<file path="config.mk">
export PLATFORM = sky130hd
export DESIGN_NAME = mux2
export DESIGN_NICKNAME = d
export VERILOG_FILES = /design/src/rtl/mux_pkg.sv /design/src/rtl/mux2_cell.sv /design/src/rtl/mux2.sv
export SDC_FILE = /design/constraint.sdc
export NUM_CORES = 1
export LEC_CHECK = 0
export CORE_MARGIN = 2
export CORE_UTILIZATION = 30
export DETAILED_ROUTE_END_ITERATION = 7
export PLACE_DENSITY = 0.64
export SLEW_MARGIN = 20
export SYNTH_ARGS = -nofsm -noshare
export SYNTH_HDL_FRONTEND = slang
export SYNTH_HIERARCHICAL = 1
export SYNTH_SLANG_ARGS = --single-unit
</file>
<file path="constraint.sdc">
create_clock -name clk -period 1.4 [get_ports clk]
set_input_delay 0.42 -clock clk [delete_from_list [all_inputs] [get_ports clk]]
set_output_delay 0.42 -clock clk [all_outputs]
set_load 0.03 [all_outputs]
</file>
<file path="src/rtl/mux_pkg.sv">
// rtl/mux_pkg.sv - shared defaults for the 2:1 selector
package mux_pkg;

  localparam int MUX_WIDTH_DEF = 1;
  localparam int MUX_CNT_W_DEF = 8;

endpackage

</file>
<file path="src/rtl/mux2_cell.sv">
// rtl/mux2_cell.sv - combinational 2:1 select with X-safe merge
module mux2_cell
  import mux_pkg::*;
#(
  parameter int WIDTH = MUX_WIDTH_DEF
) (
  input  logic [WIDTH-1:0] a,
  input  logic [WIDTH-1:0] b,
  input  logic             select,
  output logic [WIDTH-1:0] out
);

  logic [WIDTH-1:0] sel_vec;

  assign sel_vec = {WIDTH{select}};

  // The a&b term keeps agreeing bits known when select is X; others go X.
  assign out = (a & b) | (a & ~sel_vec) | (b & sel_vec);

endmodule

</file>
<file path="src/rtl/mux2.sv">
// rtl/mux2.sv - 2:1 selector with registered result and select-change counter
module mux2
  import mux_pkg::*;
#(
  parameter int WIDTH = MUX_WIDTH_DEF,
  parameter int CNT_W = MUX_CNT_W_DEF
) (
  input  logic             clk,
  input  logic             rst_n,
  input  logic [WIDTH-1:0] a,
  input  logic [WIDTH-1:0] b,
  input  logic             select,
  output logic [WIDTH-1:0] out,
  output logic [WIDTH-1:0] out_q,
  output logic             sel_q,
  output logic [CNT_W-1:0] sel_changes
);

  localparam logic [CNT_W-1:0] CNT_MAX = '1;

  logic changed;

  mux2_cell #(
    .WIDTH (WIDTH)
  ) u_cell (
    .a      (a),
    .b      (b),
    .select (select),
    .out    (out)
  );

  assign changed = (select != sel_q);

  always_ff @(posedge clk or negedge rst_n) begin
    if (!rst_n) begin
      out_q       <= '0;
      sel_q       <= 1'b0;
      sel_changes <= '0;
    end else begin
      out_q <= out;
      sel_q <= select;
      // Saturate rather than wrap so a busy select never reads as idle.
      if (changed && (sel_changes != CNT_MAX)) begin
        sel_changes <= sel_changes + 1'b1;
      end
    end
  end

endmodule

</file>
==> flow_summary.ini <==
[clocking]
root_buffer = clkbuf_4
cts_made_buffers = 3
ctsHoldBuffers = 0
cts_max_level = 1
clockBufferDepth = 2
path_clk_slew_ns = 0.07
cts.sinks = 10
cts_tree = yes
insertion_delay_ns = 0.27

[drt]
vias = 403
wl_per_cell_um = 11.9
ant_nets = 0
first_pass_iters = 4
vias_per_cell = 5.04
totalWireLength_um = 953
drc = 0
drt-initial-drc-count = 6

[global_route]
grt_pass1_vias = 363
grt_first_pass_wirelength_um = 1490
antenna_found_initial = 0
grt_overflow_total = 0
grt_max_degree = 11
grt_usage_pct = 11.7

[layout]
fin_nets = 71
synthToLayoutAreaGrowth_pct = 54.1
drive_gt1_share_pct = 62.5
nFillCells = 150
diodes = 0

[logic_synthesis]
synth_fp_nets = 43
synthDistinctLibCells = 22
post-synth-top-area-cell = dfrtp_1
ys_warn_count = 6
synth.most_common_cell = dfrtp_1
synth-seq-cells = 10
ys.flop_type = dfrtp_1
syn_area_um2 = 485
synthCells = 37
ys_seq_area_share_pct = 51.5
synthArstFlopShare_pct = 100
synth_area_per_cell_um2 = 13.1
synth_edf_count = 0
yosys-top-cells-count = 10 x dfrtp_1, 3 x a31oi_1, 3 x nand2_1
synth.top_cell.area_share_pct = 51.5
synth.area.top_cells = dfrtp_1 52%, and3_4 4.6%, a31oi_1 3.9%

[timing]
clock.fmax_mhz = 732
timing.hold.ws_ns = 0.360
hold_viol = 0
slew_viol_final = 0
finalCritPeriodShare_pct = 97.6
rsz0062_at_grt = false
maxSlewHeadroom_pct = 84.8
final-setup-viol-count = 0
fin_crit_ns = 1.37
worstMarginPinSlew_ns = 0.228
fin_skew_ns = 0.00452
tns_ns = 0

[power]
power_density_nw_per_um2 = 2050
peakVddDrop_uv = 760
p_leak_nw = 0.339

[floorplan]
initial_core_util_pct = 32.2
dieArea_um2 = 1960
die-width_um = 44.2
rows = 14
top_level_ports = 16
fp.dieH_um = 44.2
design.core.area_um2 = 1510

[place]
gp_routability_congestion = 0.727
portBuffers = 15
dp_hpwl_um = 717

[setup_path]
cpPeakStageDelay_ns = 0.29
slowest_stage = mux2_4
critical_path.top_delay_family = multiplexers
cp-start-kind = input pin
crit_path_frequent_cell = buf_6
worstPathArrival_ns = 0.95
required_ns = 0.98
cp_max_fo = 2
critical_path_buf_inv_count = 2
worstSetupPathType = input pin to output port
cp_cell_sequence = buf_6 -> mux2_4 -> buf_6
endpoint_kind = output port

[status]
status = finished, final reports clean

[worst_hold_path]
worstHoldPathType = input pin to flip-flop

[flow_run]
maxCapViolations = 0
state kept, by name, indices dropped and copies added, names as in the netlist:
signal       flops
sel_changes      8
out_q            1
sel_q            1
kinds of logic after synthesis:
family                   Yosys count  share of synthesized area [%]
buffers and inverters              1                          0.772
adder cells (fa/ha/maj)            1                           2.58
XOR/XNOR                           4                           8.76
multiplexers                       2                           5.41
flip-flops                        10                           51.5
AND/OR/NAND/NOR                   10                           17.3
AO/OA/AOI/OAI                      9                           13.7
path summary, 6_finish.rpt:
path / from / endpoint / slack, ns / cells past startpoint
setup / recovery: select / out / 0.03 / 3
hold / removal: select / sel_q / 0.36 / 2
setup reg to reg: sel_changes[1] / sel_changes[1] / 0.09 / 4
hold reg to reg: sel_changes[5] / sel_changes[5] / 0.52 / 1
max in group asynchronous: rst_n / sel_changes[4] / 0.81 / 2
min in group asynchronous: rst_n / sel_changes[6] / 0.43 / 2
per-stage QoR:
step | cell area (um2) | std cells | power, mW | util [%] | worst slack (ns)
CTS | 731 | 80 | 1.51 | 48.5 | 0.00980
global placement | 697 | 76 | 1.19 | 46.3 | -0.835
detailed placement | 697 | 76 | 1.21 | 46.3 | -0.834
global route | 748 | 80 | 1.63 | 49.7 | 0.00215
floorplan | 492 | 37 | 0.884 | - | -0.0223
finish | 748 | 80 | 1.53 | 49.7 | 0.0339
routing by layer:
| metal | up-vias | track usage (%) | routed length [um] |
|---|---|---|---|
| met2 | 16 | 16.8 | 454 |
| met1 | 190 | 12.9 | 396 |
| met5 | - | 0 | 0 |
| li1 | 193 | - | - |
| met3 | 4 | 3.67 | 62 |
| met4 | 0 | 12.7 | 39 |
cell type report:
cell class / count / area, um2 / area share [%]
Multi-Input combinational cell: 26 / 231 / 30.9
Sequential cell: 10 / 256 / 34.3
Clock buffer: 4 / 36.3 / 4.85
Inverter: 1 / 3.75 / 0.502
Tap cell: 16 / 20.0 / 2.68
Timing Repair Buffer: 23 / 200 / 26.8
repair_timing:
action | CTS | global route
buffers inserted | 0 | 0
gates resized for setup | 20 | 4
endpoints found under the setup margin | 12 | 4
gates cloned | 0 | 0
where the power goes:
part / internal, mW / switching [mW] / leakage [nW] / total (mW)
clock: 0.158 / 0.112 / 0.0210 / 0.271
sequential: 0.397 / 0.101 / 0.113 / 0.498
combinational: 0.367 / 0.399 / 0.205 / 0.766
total: 0.922 / 0.612 / 0.339 / 1.53
cell usage in the layout (no fill, tap or decap), drive strengths merged:
cell type	count
and4	1
inv	1
mux2	2
a31oi	3
clkbuf	4
nand4	1
buf	22
clkdlybuf4s50	1
o21ai	3
a41oi	1
a21oi	1
o21a	1
ha	1
dfrtp	10
xor2	3
and3	2
nand3	1
xnor2	1
nand2	3
nor3	2
(Power assumes the default switching activity.)
